<file path="src/rtl/mem_pkg.sv">
// rtl/mem_pkg.sv - shared encodings and lane helpers for the memory-access stage
package mem_pkg;

   // Access size encodings as carried on ex_size
   localparam logic [1:0] SZ_BYTE = 2'b00;
   localparam logic [1:0] SZ_HALF = 2'b01;
   localparam logic [1:0] SZ_WORD = 2'b10;
   localparam logic [1:0] SZ_ILL  = 2'b11;

   // Default abort limit for an unanswered request
   localparam int TIMEOUT_DEF = 15;

   typedef enum logic {
      ST_IDLE = 1'b0,
      ST_BUSY = 1'b1
   } state_t;

   // Byte enables for a little-endian access of the given size at the given lane
   function automatic logic [3:0] lane_be(input logic [1:0] size, input logic [1:0] lane);
      case (size)
         SZ_BYTE: lane_be = 4'b0001 << lane;
         SZ_HALF: lane_be = lane[1] ? 4'b1100 : 4'b0011;
         default: lane_be = 4'b1111;
      endcase
   endfunction

   // Replicate store data so every lane carries it; byte enables pick the right one
   function automatic logic [31:0] lane_wdata(input logic [1:0] size, input logic [31:0] wdata);
      case (size)
         SZ_BYTE: lane_wdata = {4{wdata[7:0]}};
         SZ_HALF: lane_wdata = {2{wdata[15:0]}};
         default: lane_wdata = wdata;
      endcase
   endfunction

   // Half must be even, word must be 4-aligned, size 11 is never legal
   function automatic logic is_misaligned(input logic [1:0] size, input logic [1:0] lane);
      is_misaligned = ((size == SZ_HALF) && lane[0])
                   || ((size == SZ_WORD) && (lane != 2'b00))
                   || (size == SZ_ILL);
   endfunction

endpackage

</file>
<file path="src/rtl/mem_load_align.sv">
// rtl/mem_load_align.sv - load data lane select with sign/zero extension
module mem_load_align
   import mem_pkg::*;
(
   input  logic [31:0] rdata_i,
   input  logic [1:0]  addr_i,
   input  logic [1:0]  size_i,
   input  logic        signed_i,
   output logic [31:0] result_o
);

   logic [31:0] shifted;

   assign shifted = rdata_i >> {addr_i, 3'b000};

   // Mask to the access width and extend from its top bit when signed
   always_comb begin
      result_o = shifted;
      case (size_i)
         SZ_BYTE: result_o = {{24{signed_i & shifted[7]}}, shifted[7:0]};
         SZ_HALF: result_o = {{16{signed_i & shifted[15]}}, shifted[15:0]};
         default: result_o = shifted;
      endcase
   end

endmodule

</file>
<file path="src/rtl/mem_access_stage.sv">
// rtl/mem_access_stage.sv - MEM pipeline stage: data-memory handshake, alignment, stall
module mem_access_stage
   import mem_pkg::*;
#(
   parameter int TIMEOUT = TIMEOUT_DEF,
   parameter int CNT_W   = 4
) (
   input  logic        clk,
   input  logic        rst,
   input  logic        ex_valid,
   input  logic        ex_load,
   input  logic        ex_store,
   input  logic [1:0]  ex_size,
   input  logic        ex_signed,
   input  logic [31:0] ex_addr,
   input  logic [31:0] ex_wdata,
   input  logic [31:0] ex_result,
   input  logic        ex_IP_write,
   output logic        dm_req,
   output logic        dm_we,
   output logic [3:0]  dm_be,
   output logic [31:0] dm_addr,
   output logic [31:0] dm_wdata,
   input  logic [31:0] dm_rdata,
   input  logic        dm_ack,
   output logic [31:0] wb_data,
   output logic        wb_IP_write,
   output logic        mem_stall,
   output logic        misalign_err,
   output logic        bus_err
);

   localparam logic [CNT_W-1:0] TO_CNT = CNT_W'(TIMEOUT);

   state_t            state_q, state_d;
   logic [CNT_W-1:0]  cnt_q, cnt_d;
   logic              req_q, req_d;
   logic              we_q, we_d;
   logic [3:0]        be_q, be_d;
   logic [31:0]       addr_q, addr_d;
   logic [31:0]       wdata_q, wdata_d;
   logic [1:0]        size_q, size_d;
   logic              sgn_q, sgn_d;
   logic [1:0]        lane_q, lane_d;
   logic              ipw_q, ipw_d;
   logic              mis_q, mis_d;
   logic              berr_q, berr_d;

   logic              memop;
   logic              misaligned;
   logic [31:0]       load_data;

   assign memop      = ex_valid & (ex_load | ex_store);
   assign misaligned = is_misaligned(ex_size, ex_addr[1:0]);

   mem_load_align u_align (
      .rdata_i  (dm_rdata),
      .addr_i   (lane_q),
      .size_i   (size_q),
      .signed_i (sgn_q),
      .result_o (load_data)
   );

   // State and access-latch register; reset abandons any outstanding request
   always_ff @(posedge clk) begin
      if (!rst) begin
         state_q <= ST_IDLE;
         cnt_q   <= '0;
         req_q   <= 1'b0;
         we_q    <= 1'b0;
         be_q    <= 4'b0000;
         addr_q  <= 32'h0;
         wdata_q <= 32'h0;
         size_q  <= SZ_BYTE;
         sgn_q   <= 1'b0;
         lane_q  <= 2'b00;
         ipw_q   <= 1'b0;
         mis_q   <= 1'b0;
         berr_q  <= 1'b0;
      end else begin
         state_q <= state_d;
         cnt_q   <= cnt_d;
         req_q   <= req_d;
         we_q    <= we_d;
         be_q    <= be_d;
         addr_q  <= addr_d;
         wdata_q <= wdata_d;
         size_q  <= size_d;
         sgn_q   <= sgn_d;
         lane_q  <= lane_d;
         ipw_q   <= ipw_d;
         mis_q   <= mis_d;
         berr_q  <= berr_d;
      end
   end

   // Next state, request latching and the writeback/stall outputs
   always_comb begin
      state_d     = state_q;
      cnt_d       = cnt_q;
      req_d       = req_q;
      we_d        = we_q;
      be_d        = be_q;
      addr_d      = addr_q;
      wdata_d     = wdata_q;
      size_d      = size_q;
      sgn_d       = sgn_q;
      lane_d      = lane_q;
      ipw_d       = ipw_q;
      mis_d       = 1'b0;
      berr_d      = 1'b0;
      wb_data     = ex_result;
      wb_IP_write = 1'b0;
      mem_stall   = 1'b0;

      case (state_q)
         ST_IDLE: begin
            if (!memop) begin
               wb_IP_write = ex_valid & ex_IP_write;
            end else if (misaligned) begin
               mis_d = 1'b1;
            end else begin
               mem_stall = 1'b1;
               state_d   = ST_BUSY;
               cnt_d     = '0;
               req_d     = 1'b1;
               we_d      = ex_store;
               be_d      = lane_be(ex_size, ex_addr[1:0]);
               addr_d    = {ex_addr[31:2], 2'b00};
               wdata_d   = lane_wdata(ex_size, ex_wdata);
               size_d    = ex_size;
               sgn_d     = ex_signed;
               lane_d    = ex_addr[1:0];
               ipw_d     = ex_IP_write;
            end
         end
         ST_BUSY: begin
            cnt_d = cnt_q + 1'b1;
            if (dm_ack) begin
               // Ack beats a coincident timeout
               if (!we_q) begin
                  wb_data     = load_data;
                  wb_IP_write = ipw_q;
               end
               state_d = ST_IDLE;
               req_d   = 1'b0;
            end else if (cnt_q == TO_CNT) begin
               state_d = ST_IDLE;
               req_d   = 1'b0;
               berr_d  = 1'b1;
            end else begin
               mem_stall = 1'b1;
            end
         end
         default: state_d = ST_IDLE;
      endcase

      if (!rst) begin
         mem_stall   = 1'b0;
         wb_IP_write = 1'b0;
      end
   end

   assign dm_req       = req_q;
   assign dm_we        = we_q;
   assign dm_be        = be_q;
   assign dm_addr      = addr_q;
   assign dm_wdata     = wdata_q;
   assign misalign_err = mis_q;
   assign bus_err      = berr_q;

endmodule

</file>
<file path="config.mk">
export PLATFORM = sky130hd
export DESIGN_NAME = mem_access_stage
export DESIGN_NICKNAME = d
export VERILOG_FILES = /design/src/rtl/mem_pkg.sv /design/src/rtl/mem_load_align.sv /design/src/rtl/mem_access_stage.sv
export SDC_FILE = /design/constraint.sdc
export NUM_CORES = 1
export LEC_CHECK = 0
export BUFFER_PORTS_ARGS = -buffer_cell sky130_fd_sc_hd__clkbuf_2
export CORE_MARGIN = 1.5
export CORE_UTILIZATION = 25
export CTS_CLUSTER_DIAMETER = 50
export CTS_CLUSTER_SIZE = 8
export DETAILED_ROUTE_END_ITERATION = 10
export GPL_TIMING_DRIVEN = 0
export HOLD_SLACK_MARGIN = 0.05
export PLACE_DENSITY = 0.61
export SLEW_MARGIN = 20
export SYNTH_ARGS = -nofsm -noshare
export SYNTH_HDL_FRONTEND = slang
export SYNTH_SLANG_ARGS = --single-unit
</file>
<file path="constraint.sdc">
create_clock -name clk -period 2 [get_ports clk]
set_input_delay 0.1 -clock clk [delete_from_list [all_inputs] [get_ports clk]]
set_output_delay 0.1 -clock clk [all_outputs]
set_load 0.05 [all_outputs]
</file>
; After elaboration in Yosys (flattened, before gate mapping)
; Index checks and enable logic that the tools add are counted.
[classes]
addsub = 1
eq_ne = 8
shift = 2
n_mux = 28
n_bitwise = 9
reduce_logical = 12
[ops]
columns = op, n
row1 = $pmux 32 s2, 2
row2 = $mux 32, 3
row3 = $shr 32x5->32, 1
row4 = $pmux 4 s2, 2
row5 = $mux 1, 15
row6 = $mux 4, 3
row7 = $pmux 1 s2, 3
row8 = $reduce_and 3->1, 2
row9 = $reduce_or 3->1, 2
row10 = $add 4x1->4 const B, 1
row11 = $and 1x1->1, 4
row12 = $eq 2x1->1 const B, 2
row13 = $eq 2x2->1 const B, 2
row14 = $eq 4x4->1 const B, 1
row15 = $logic_not 2->1, 2
row16 = $ne 2x2->1 const B, 2
row17 = $not 1->1, 4
row18 = $shl 1x2->4 const A, 1
row19 = $ne 3x2->1 const B, 1
row20 = $logic_and 1x1->1, 2
row21 = $logic_or 1x1->1, 2
row22 = $reduce_and 2->1, 1
row23 = $reduce_bool 2->1, 1
row24 = $or 1x1->1, 1
[totals]
register_bits = 81
out_inout_bits = 106
word_cells = 73

; Longest topological paths before layout
[logic_depth]
word_depth = 8
ltp_mapped = 7

; Modules after synthesis
; From an unflattened synthesis, not the netlist that was laid out.
[unflattened]
cells_unflattened = 615
area_unflattened_um2 = 4556.9
[by_module_without_submodules]
columns = mod, instances, cells_each, area_per_inst_um2
row1 = mem_access_stage, 1, 509, 3748.6
row2 = mem_load_align, 1, 106, 808.3

; Least setup slack after synthesis
; Ideal clock, no wire load.
[synth_timing]
path_type = register to output
start = register we_q, in the netlist dm_we
end = output wb_data[5]
t_arrival_ns = 2.282
required_ns = 1.900
path_slack_ns = -0.382
stages_incl_launch_ff = 5
path_buffers = 2
cell_sequence = dfxtp_1 > or2_2 > clkbuf_1 > clkbuf_1 > o21ai_0
[synth_between]
elab_chain_cells = 3
[synth_rtl]
columns = element, line
row1 = start: declaration, mem_access_stage.sv:38  ; logic we_q, we_d;
row2 = start signal: assignment, mem_access_stage.sv:84  ; we_q <= we_d;
row3 = $mux 32, mem_access_stage.sv:141  ; if (!we_q) begin
row4 = $mux 32, mem_access_stage.sv:139  ; if (dm_ack) begin
row5 = $mux 32, mem_access_stage.sv:116  ; case (state_q)
row6 = end: declaration, mem_access_stage.sv:26  ; output logic [31:0] wb_data,
; No other way between the ends.

; Worst setup path in the final report
[layout_timing]
start = register lane_q[1]
end = output wb_data[21]
[layout_between]
elab_chain_cells = 6
elab_cells_between_ends = 7
cone_classes = shift (1) / mux (4) / bitwise (2)
[layout_rtl]
columns = element, line
row1 = start: declaration, mem_access_stage.sv:44  ; logic [1:0] lane_q, lane_d;
row2 = start signal: assignment, mem_access_stage.sv:90  ; lane_q <= lane_d;
row3 = $shr 32x5->32 (*), mem_load_align.sv:14  ; assign shifted = rdata_i >> {addr_i, 3'b000};
row4 = "$and 1x1->1, on equally long branches", "mem_load_align.sv:21, mem_load_align.sv:20"
row5 = $pmux 32 s2 (*), mem_load_align.sv:19  ; case (size_i)
row6 = $mux 32 (*), mem_access_stage.sv:141
row7 = $mux 32 (*), mem_access_stage.sv:139
row8 = $mux 32 (*), mem_access_stage.sv:116
; Mark *: on every way between the ends. The rest lies on a longest branch, timed or not.

==> flow_metrics.tcl <==
set metrics [dict create \
    wl_per_cell_um 17.1 \
    area_delta_synth_final_pct 65.4 \
    rsz0062_at_grt "yes" \
    fin_area_mm2 0.00748 \
    cts_root_buffer "clkbuf_16" \
    dr.pass1.iters 4 \
    required_ns 1.90 \
    cp_data_arrival_time_ns 2.08 \
    synth_most_common_cell "nand2_1" \
    clockBufferDepth 2 \
    drtIter0Drc 254 \
    finalSetupViolations 24 \
    dpl.hpwl_um 14100 \
    num_rows 49 \
    drc 0 \
    finalMaxSlewViolations 0 \
    worst_slack_ns -0.182 \
    hold_viol_final 0 \
    grt_start_max_net_pins 13 \
    die_area_mm2 0.0189 \
    yosysSeqAreaShare_pct 35.8 \
    place.gp.congestion 0.948 \
    yosysTopAreaCell "dfxtp_1" \
    ys_warn_count 0 \
    p_leak_nw 3.29 \
    synth-edff-count 0 \
    max_cap_violations 0 \
    violations "negative setup slack" \
    hp-start "ex_wdata[14]" \
    grt-ovfl-total 0 \
    start_util_pct 25.4 \
    cts_inserted_buffers 9 \
    synth.avg_cell_area_um2 7.68 \
    die_y_um 138 \
    instances_no_fill 1129 \
    vias 5498 \
    ys.flop_type "dfxtp_1" \
    holdPathStages 3 \
    cp-startpoint "lane_q[1]" \
    r2r-end "dm_wdata[22]" \
    layout-drive-gt1-share_pct 40.0 \
    tns_ns -3.45 \
    finClkSkew_ns 0.00669 \
    grt_pass1_wl_um 28600 \
    io_pins 244 \
    fin_crit_sh_pct 109 \
    synth_top_area_share_pct 35.8 \
    synth_cells 589 \
    nFillCells 1774 \
    antenna_found_initial 0 \
    ys_top_cells_by_area "dfxtp_1 36%, mux2i_1 14%, nand2_1 9.6%" \
    crit_fanout 6 \
    h-tree-depth 3 \
    cp-start-kind "register" \
    r2r_start "state_q" \
    cts.clk_slew.worst_paths_ns 0.06 \
    layout.nets 1035 \
    grt_pass1_vias 5276 \
    finalCriticalPeriod_ns 2.18 \
    dp.cells 1060 \
    powerDensity_mw_per_mm2 687 \
    netlist_area_mm2 0.00453 \
    max-vdd-ir-drop_v 0.000404 \
    viasPerCell 4.87 \
    synth_common_cells "116 x nand2_1, 81 x dfxtp_1, 72 x a21oi_1, 64 x mux2i_1, 53 x o21ai_0" \
    antenna_cells 0 \
    synthArstFlopShare_pct 0 \
    end_kind "output pin" \
    grt_usage_pct 20.0 \
    clock_latency_ns 0.34 \
    worst_pin_slew_ns 0.620 \
    drtAntennaViolNets 0 \
    fmax_mhz 458 \
    port_buffers 241 \
    die_x_um 138 \
    cts_tree "done" \
    totalWireLength_um 19300 \
    ff2ff_path_depth 5 \
    hold_path_end "dm_wdata[14]" \
    cts.sinks 81 \
    worst-setup-path-type "register to output pin" \
    core_mm2 0.0178 \
    ys_types 40 \
    hold_path.class "input port to register" \
    status "finished, violations left" \
    r2r_setup_slack_ns 0.22 \
    slew_headroom_pct 58.5 \
    fin_util_pct 42.0 \
    dpl_cell_area_mm2 0.00612 \
    synth-seq-cells 81 \
]
[power by group]
part | internal, W | switching, W
clock network | 0.00103 | 0.000662
logic | 0.000603 | 0.00109
registers | 0.00170 | 0.0000548
[kinds of logic (layout without fill, tap and decap cells)]
logic type | after synthesis | in the layout | synth area share (%)
other | 1 | 2 | 0.0829
xor gates and xnor gates | 1 | 1 | 0.194
muxes | 73 | 73 | 16.5
adders and majority gates | 1 | 1 | 0.276
buffers and inverters | 60 | 370 | 6.44
and+or+nand+nor | 216 | 216 | 21.5
AOI/OAI and AO/OA | 156 | 156 | 19.2
DFF | 81 | 81 | 35.8
[repair_timing]
action,in CTS,in global routing
endpoints found under the hold margin,39,0
resized for setup,109,48
gates cloned,2,0
setup endpoints to repair,33,58
pin swaps,3,3
hold buffers,39,0
buffers inserted,11,3
[critical path, cell delays in order (launching register included)]
cell and delay [ns]:
dfxtp_2 0.33, buf_8 0.13, mux2i_4 0.34, nor3_4 0.09, nor4_4 0.29, buf_6 0.17
buf_8 0.14, a21oi_4 0.09, buf_8 0.16
[metrics by stage]
step                      setup WS [ns]  power [W]  hold slack, ns
after floorplan                  -0.370    0.00277           0.177
after global placement           -0.455    0.00322           0.307
after detailed placement         -0.471    0.00323           0.310
after CTS                        -0.171    0.00512          0.0549
after global routing             -0.216    0.00535          0.0927
final                            -0.182    0.00514          0.0716
[metal layers]
layer,vias up,track usage [%],share of wire (%)
met3,39,5.04,8.6
met1,2500,22.3,38
li1,2684,-,-
met2,275,36.3,50
met5,-,0,0
met4,0,8.01,2.8
[worst max-delay path by stage]
stage                     cells past startpoint  slack (ns)     endpoint
after floorplan                               4       -0.37   wb_data[0]
after global placement                        7       -0.45  wb_data[21]
after detailed placement                      7       -0.47  wb_data[21]
after CTS                                     8       -0.17  wb_data[21]
after global routing                          8       -0.22  wb_data[21]
final                                         8       -0.18  wb_data[21]
[sequential cells by signal (all words and copies together), names as in the netlist]
name / cells
dm_wdata: 32
bus_err: 1
misalign_err: 1
size_q: 2
cnt_q: 4
dm_we: 1
sgn_q: 1
ipw_q: 1
dm_be: 4
lane_q: 2
state_q: 1
dm_addr: 30
dm_req: 1
[layout make-up]
class	count	area, µm²	share of cell area [%]
multi-input combinational	449	2870	38.3
buffer	54	347	4.63
clock buffer	12	256	3.43
clock inverter	3	40.0	0.535
inverter	5	18.8	0.251
tap	229	287	3.83
timing repair buffer	296	2040	27.2
sequential	81	1630	21.8
[cells in the final DEF (no fill, tap or decap), types with 5 or more instances in the layout]
cell and count:
clkbuf_2 210, nand2_1 114, dfxtp_1 77, mux2i_1 61, a21oi_1 45, o21ai_0 45
nor2_1 43, dlygate4sd3_1 39, clkbuf_1 26, nand4_1 24, a21oi_2 23, buf_8 22
buf_4 20, clkbuf_8 11, a311oi_1 11, o21ai_1 10, a211oi_1 10, clkbuf_4 9
and2_1 9, clkbuf_16 9, mux2_2 8, buf_2 7, buf_6 6, inv_1 5
Power figures use the tool's default switching activity.
